### src/rtl/red_pitaya_rst_seq.sv
// red_pitaya_rst_seq: PLL lock supervisor and per-domain reset sequencer.
// Define RST_SEQ_LOSS_CNT_EN to add loss_cnt_o (REL/RUN lock-loss counter).
module red_pitaya_rst_seq #(
  parameter int N_DOM      = 4,
  parameter int RST_CYC    = 16,
  parameter int LOCK_TMO   = 65536,
  parameter int STABLE_CYC = 1024,
  parameter int SEQ_GAP    = 8
) (
  input  logic             clk,
  input  logic             rst,
  input  logic             pll_locked_i,
  output logic             pll_rst_o,
  output logic [N_DOM-1:0] dom_rst_o,
  output logic             ready_o,
  output logic [2:0]       state_o,
  output logic [7:0]       tmo_cnt_o
`ifdef RST_SEQ_LOSS_CNT_EN
  ,
  output logic [15:0]      loss_cnt_o
`endif
);

  localparam int MAX_A = (RST_CYC > LOCK_TMO) ? RST_CYC : LOCK_TMO;
  localparam int MAX_B = (STABLE_CYC > SEQ_GAP) ? STABLE_CYC : SEQ_GAP;
  localparam int MAX_P = (MAX_A > MAX_B) ? MAX_A : MAX_B;
  localparam int CW    = $clog2(MAX_P) + 1;
  localparam int IW    = (N_DOM > 1) ? $clog2(N_DOM) : 1;

  localparam logic [CW-1:0] RST_END = CW'(RST_CYC - 1);
  localparam logic [CW-1:0] TMO_END = CW'(LOCK_TMO - 1);
  localparam logic [CW-1:0] STB_END = CW'(STABLE_CYC - 1);
  localparam logic [CW-1:0] GAP_END = CW'(SEQ_GAP - 1);
  localparam logic [IW-1:0] IDX_END = IW'(N_DOM - 1);

  typedef enum logic [2:0] {
    PRST   = 3'd0,
    WLOCK  = 3'd1,
    STABLE = 3'd2,
    REL    = 3'd3,
    RUN    = 3'd4
  } state_t;

  state_t           state_q, state_d;
  logic [CW-1:0]    cnt_q, cnt_d;
  logic [IW-1:0]    idx_q, idx_d;
  logic [N_DOM-1:0] dom_q, dom_d;
  logic [7:0]       tmo_q, tmo_d;
  logic             pll_rst_q, pll_rst_d;
  logic             ready_q, ready_d;
  logic             lk_m_q, lk_s_q;
  logic             loss_ev;

  always_comb begin
    state_d = state_q;
    cnt_d   = cnt_q + 1'b1;
    idx_d   = idx_q;
    dom_d   = dom_q;
    tmo_d   = tmo_q;
    loss_ev = 1'b0;
    case (state_q)
      PRST: begin
        if (cnt_q == RST_END) begin
          state_d = WLOCK;
          cnt_d   = '0;
        end
      end
      WLOCK: begin
        if (lk_s_q) begin
          state_d = STABLE;
          cnt_d   = '0;
        end else if (cnt_q == TMO_END) begin
          state_d = PRST;
          cnt_d   = '0;
          if (tmo_q != 8'hFF) tmo_d = tmo_q + 8'd1;
        end
      end
      STABLE: begin
        if (!lk_s_q) begin
          state_d = WLOCK;
          cnt_d   = '0;
        end else if (cnt_q == STB_END) begin
          state_d = REL;
          cnt_d   = '0;
          idx_d   = '0;
          dom_d   = {N_DOM{1'b1}} << 1;
        end
      end
      REL, RUN: begin
        if (!lk_s_q) begin
          // abort: every domain back into reset, PLL re-pulsed
          state_d = PRST;
          cnt_d   = '0;
          dom_d   = '1;
          loss_ev = 1'b1;
        end else if (state_q == REL) begin
          if (idx_q == IDX_END) begin
            state_d = RUN;
            cnt_d   = '0;
          end else if (cnt_q == GAP_END) begin
            cnt_d = '0;
            idx_d = idx_q + 1'b1;
            dom_d = dom_q << 1;
          end
        end
      end
      default: begin
        state_d = PRST;
        cnt_d   = '0;
        dom_d   = '1;
      end
    endcase
    pll_rst_d = (state_d == PRST);
    ready_d   = (state_d == RUN);
  end

  always_ff @(posedge clk) begin
    if (rst) begin
      state_q   <= PRST;
      cnt_q     <= '0;
      idx_q     <= '0;
      dom_q     <= '1;
      tmo_q     <= '0;
      pll_rst_q <= 1'b1;
      ready_q   <= 1'b0;
      lk_m_q    <= 1'b0;
      lk_s_q    <= 1'b0;
    end else begin
      state_q   <= state_d;
      cnt_q     <= cnt_d;
      idx_q     <= idx_d;
      dom_q     <= dom_d;
      tmo_q     <= tmo_d;
      pll_rst_q <= pll_rst_d;
      ready_q   <= ready_d;
      lk_m_q    <= pll_locked_i;
      lk_s_q    <= lk_m_q;
    end
  end

`ifdef RST_SEQ_LOSS_CNT_EN
  logic [15:0] loss_q, loss_d;

  always_comb begin
    loss_d = loss_q;
    if (loss_ev && loss_q != 16'hFFFF) loss_d = loss_q + 16'd1;
  end

  always_ff @(posedge clk) begin
    if (rst) loss_q <= '0;
    else     loss_q <= loss_d;
  end

  assign loss_cnt_o = loss_q;
`else
  logic unused_loss;
  assign unused_loss = loss_ev;
`endif

  assign pll_rst_o = pll_rst_q;
  assign dom_rst_o = dom_q;
  assign ready_o   = ready_q;
  assign state_o   = state_q;
  assign tmo_cnt_o = tmo_q;

endmodule
### config.mk
export PLATFORM = sky130hd
export DESIGN_NAME = red_pitaya_rst_seq
export DESIGN_NICKNAME = d
export VERILOG_FILES = /design/src/rtl/red_pitaya_rst_seq.sv
export SDC_FILE = /design/constraint.sdc
export NUM_CORES = 1
export LEC_CHECK = 0
export CAP_MARGIN = 10
export CORE_MARGIN = 4
export CORE_UTILIZATION = 45
export DETAILED_ROUTE_END_ITERATION = 7
export PLACE_DENSITY = 0.7
export SYNTH_ARGS = -nofsm -noshare
export SYNTH_HDL_FRONTEND = slang
export SYNTH_SLANG_ARGS = --single-unit
### constraint.sdc
create_clock -name clk -period 3.8 [get_ports clk]
set_clock_uncertainty 0.05 [all_clocks]
set_input_delay 0.76 -clock clk [delete_from_list [all_inputs] [get_ports clk]]
set_output_delay 0.76 -clock clk [all_outputs]
set_load 0.03 [all_outputs]
# After elaboration in Yosys (flattened, before gate mapping)
# Cells that the tools add are included.
# totals
regBits,38
output_inout_bits,17
word_cells,75
# op_classes
add_sub_neg,3
eq_ne,20
muxes,33
bitwise,2
n_reduce_logical,8
# op_table
op,n
17-bit two-way mux,9
17-bit case mux with 4 select lines,1
3-bit two-way mux,8
4-bit two-way mux,6
17-bit by 1-bit adder with 17-bit output (second input constant),1
17-bit by 10-bit == test with 1-bit output (second input constant),1
17-bit by 16-bit == test with 1-bit output (second input constant),1
17-bit by 3-bit == test with 1-bit output (second input constant),1
17-bit by 4-bit == test with 1-bit output (second input constant),1
2-bit two-way mux,6
2-bit != test (second input constant),6
3-bit case mux with 4 select lines,1
4-bit case mux with 3 select lines,1
3-bit != test (second input constant),3
8-bit by 1-bit adder with 8-bit output (second input constant),1
8-bit != test (second input constant),1
7-bit AND reduction,1
3-bit by 2-bit == test with 1-bit output (second input constant),2
3-bit == test (second input constant),2
3-bit logical NOT,2
6-bit AND reduction,1
2-bit case mux with 2 select lines,1
4-bit AND reduction,1
2-bit OR reduction,2
other kinds (5),6

# Depth between registers and ports, before layout
# depth
ltp_word,6
depth_mapped,10
mapped_depth_nobuf,10

# Worst setup path after synthesis
# Ideal clock, no wire load.
# synth_timing
path_type,reg2reg
from,register cnt_q[0]
to,register cnt_q[10]
arrival_ps,2120
required_time_ps,3617
path_slack_ps,1497
path_stages_with_launch,8
synth_period_minus_slack_ps,2303
path_cell_list,dfxtp_1 ha_1 or3b_2 nor4_4 a41oi_2 nor3_4 buf_6 a211oi_1
# synth_between
elab_chain_cells,6
elab_cells_between_ends,15
# synth_rtl
element,line_no,rtl
"start, declared",45,"logic [CW-1:0] cnt_q, cnt_d;"
"start signal, assigned",130,cnt_q <= cnt_d;
17-bit by 1-bit adder with 17-bit output / 17-bit by 3-bit == test with 1-bit output (equally long branches),"56, 100",
17-bit two-way mux,100,end else if (cnt_q == GAP_END) begin
17-bit two-way mux,97,if (idx_q == IDX_END) begin
17-bit two-way mux,96,end else if (state_q == REL) begin
17-bit two-way mux,90,if (!lk_s_q) begin
17-bit case mux with 4 select lines (*),61,case (state_q)
# Mark *: on every way between the ends. The rest lies on a longest branch, timed or not.
# A chain may end at the register's enable or synchronous reset.

# Final worst setup path
# layout_timing
from,register cnt_q[0]
to,register cnt_q[3]
# The elaborated chain is that of the path after synthesis.

==> results.md <==
* Routed length per instance at 13.4 um
* Post-route setup slack at 1.09 ns
* Post-synthesis adder-cell area fraction at 3.04%
* Layout Cells excl Fill at 289
* Final Hold Viols at 0
* Int Pwr at 0.558 mW
* Seq pwr share at 56.7%
* Fin area at 0.00228 mm2
* Multiplexer share of the synthesized area at 2.92%
* DR vias at 1604
* Warnings, synthesis at 0
* Final setup TNS at 0 ns
* Worst-margin pin slew at 0.674 ns
* Number of global-route vias before repair at 1409
* Drt drc at 0
* Clock Sinks at 38
* Tot GR Track Use at 14.3%
* Peak VDD IR at 0.000153 V
* Initial core utilization at 46.9%
* CTS Buf Count at 5
* Max Fclk at 370 MHz
* Via density at 5.55
* Core Region at 0.00438 mm2
* Pre-antenna DRT Iters at 4
* Most used DFF post-synth: dfxtp_1
* Antenna Nets Post-Route at 0
* Worst setup EP type: flip-flop
* Hold_buf cts at 0
* Unrepaired setup endpoints after global routing: false
* Chip width at 75.6 um
* Nets at 244
* Critical Path Fanout Max at 16
* CTS clk-pin slew, worst paths at 0.07 ns
* Power Density at 314 mW/mm2
* First-pass GRT wire length at 6310 um
* Crit path kind: reg2reg
* Max Slew Vio Count at 0
* Area grow syn2layout at 11.1%
* Post-Synthesis Cells at 221
* Die footprint at 0.00571 mm2
* Placed insts at 281
* Grt ovf at 0
* Port bufs at 19
* Simple-gate portion of the synthesized area at 25.1%
* Min Hold Slack at 0.394 ns
* Skew-Pair Late Insertion Delay at 0.29 ns
* Psw at 0.158 mW
* CP arrival at 2.79 ns
* Seq/Total Area, Yosys at 37.0%
* Row cnt at 24
* Switch share at 22.1%
* DP Area at 0.00219 mm2
* Largest cells by area after synthesis: dfxtp_1, xnor2_1, a211oi_1
* Post-synth EDFFs at 0
* Placed wire-length estimate at 2730 um
* CP Data Required Time at 3.88 ns
* Clock power share at 40.1%
* Slew headroom at 55.0%
* Total setup buffers inserted after CTS at 0
* Outcome: finished clean
* Routed wire length at 3870 um
* Worst Setup Start Kind: flip-flop
* Post-CTS Resized at 0
* Post-synth top area share at 37.0%
* Fraction of registers with async set/reset at 0%
* H-tree Lvls at 2
* Total power draw at 0.716 mW
* Dominant cell type by area after synthesis: dfxtp_1
* Syn_area_per_cell at 9.30 um2
* Xor/xnor cell area share of the yosys netlist at 8.52%
* Tightest Hold Check Type: reg2reg
* Post-Place Worst Slack at 1.10 ns
* Routability cong. at 0.837
* Diode count at 0
* Maxcap violations at 0
* Syn nets at 229
* Largest family of logic cells by synthesized area: simple AND/OR/NAND/NOR gates
* Synth Area in Compound Gates at 15.5%
* Final Cycle Share at 71.2%
* Lkg Pwr at 0.767 nW
* Post-layout minimum cycle time at 2.71 ns
* Antenna violations before repair at 0
* Seq cells post-synth at 38
* Clk root buf: clkbuf_8
* Largest net degree at the start of global routing at 21
* I/O pins at 20
* CTS tree: yes
* Final setup viols at 0
* CTS Buffer Depth at 2
* Die height at 75.6 um
* Comb power frac at 3.1%
* Yosys cell types at 52
* Layout cells sized above 1 at 9.28%
* Initial DRC Count at 142
* Final design utilization at 52.1%
* Synthesized cell area at 0.00206 mm2
[power by group through the flow]
| stage | sequential (mW) | combinational [mW] | clock (mW) |
|---|---|---|---|
| 2_1_floorplan | 0.413 | 0.0242 | 0 |
| 3_3_place_gp | 0.415 | 0.0223 | 0 |
| 3_5_place_dp | 0.415 | 0.0224 | 0 |
| 4_1_cts | 0.406 | 0.0226 | 0.295 |
| 5_1_grt | 0.407 | 0.0246 | 0.310 |
| 6_report | 0.406 | 0.0224 | 0.288 |
[synth_stat cells, drive strengths merged (5+ instances only)]
cell,count
a211oi,17
a21oi,9
and3,5
buf,5
clkbuf,6
dfxtp,38
ha,5
inv,8
mux2i,6
nand2,11
nand3,9
nand4,5
nor2,21
nor3,7
xnor2,13
xor2,7
[cells in the final DEF, fill, tap and decap left out, drive strengths merged, types with 2 or more instances in the layout]
cell,n
nor3,7
ha,5
nor2b,4
nor2,21
clkdlybuf4s50,19
and3,5
a211oi,17
and2b,2
dfxtp,38
buf,2
nand3,9
nand4,5
xnor2,13
a31oi,2
nor4,4
or3,2
o21ai,3
a21oi,9
xor2,7
inv,8
nor3b,2
a31o,2
mux2i,6
clkbuf,7
nor4b,4
nand2,11
and4,2
or4,3
nand2b,3
[path summary, 6_finish.rpt]
| kind | startpoint | end | slack [ns] | cells after the start |
|---|---|---|---|---|
| setup / recovery | cnt_q[0] | cnt_q[3] | 1.09 | 6 |
| hold / removal | lk_m_q | lk_s_q | 0.39 | 1 |
| setup reg to reg | cnt_q[0] | cnt_q[3] | 1.09 | 6 |
| hold reg to reg | lk_m_q | lk_s_q | 0.39 | 1 |
[worst max-delay path: stages, from the launching register on]
cell      delay [ns]
dfxtp_1         0.38
ha_1            0.23
or3b_2          0.49
nor4_4          0.39
a41oi_2         0.21
nor3_4          0.63
a211oi_1        0.17
[area by class of cell]
| class | count | area (um2) |
|---|---|---|
| Clock buffer | 7 | 86.3 |
| Clock inverter | 1 | 5.00 |
| Fill cell | 388 | 2100 |
| Inverter | 8 | 30.0 |
| Multi-Input combinational cell | 162 | 1130 |
| Sequential cell | 38 | 761 |
| Tap cell | 52 | 65.1 |
| Timing Repair Buffer | 21 | 205 |
[registers in the layout (all words and copies together), names as in the netlist]
name	count
ready_o	1
pll_rst_o	1
cnt_q	17
lk_s_q	1
state_o	3
lk_m_q	1
dom_rst_o	4
tmo_cnt_o	8
idx_q	2
[kinds of logic (layout without fill, tap and decap cells)]
family / count (synthesis) / after routing
simple gates: 88 / 88
compound gates: 43 / 43
flops: 38 / 38
buf+inv: 21 / 37
xor+xnor: 20 / 20
mux: 6 / 6
fa+ha+maj: 5 / 5
[layer usage]
metal	vias to the layer above	global-route usage, %	routed length (um)
li1	836	-	-
met1	735	20.4	2040
met2	27	20.2	1670
met3	6	4.35	124
met4	0	5.24	46
met5	-	0	0
(Power assumes the default switching activity.)
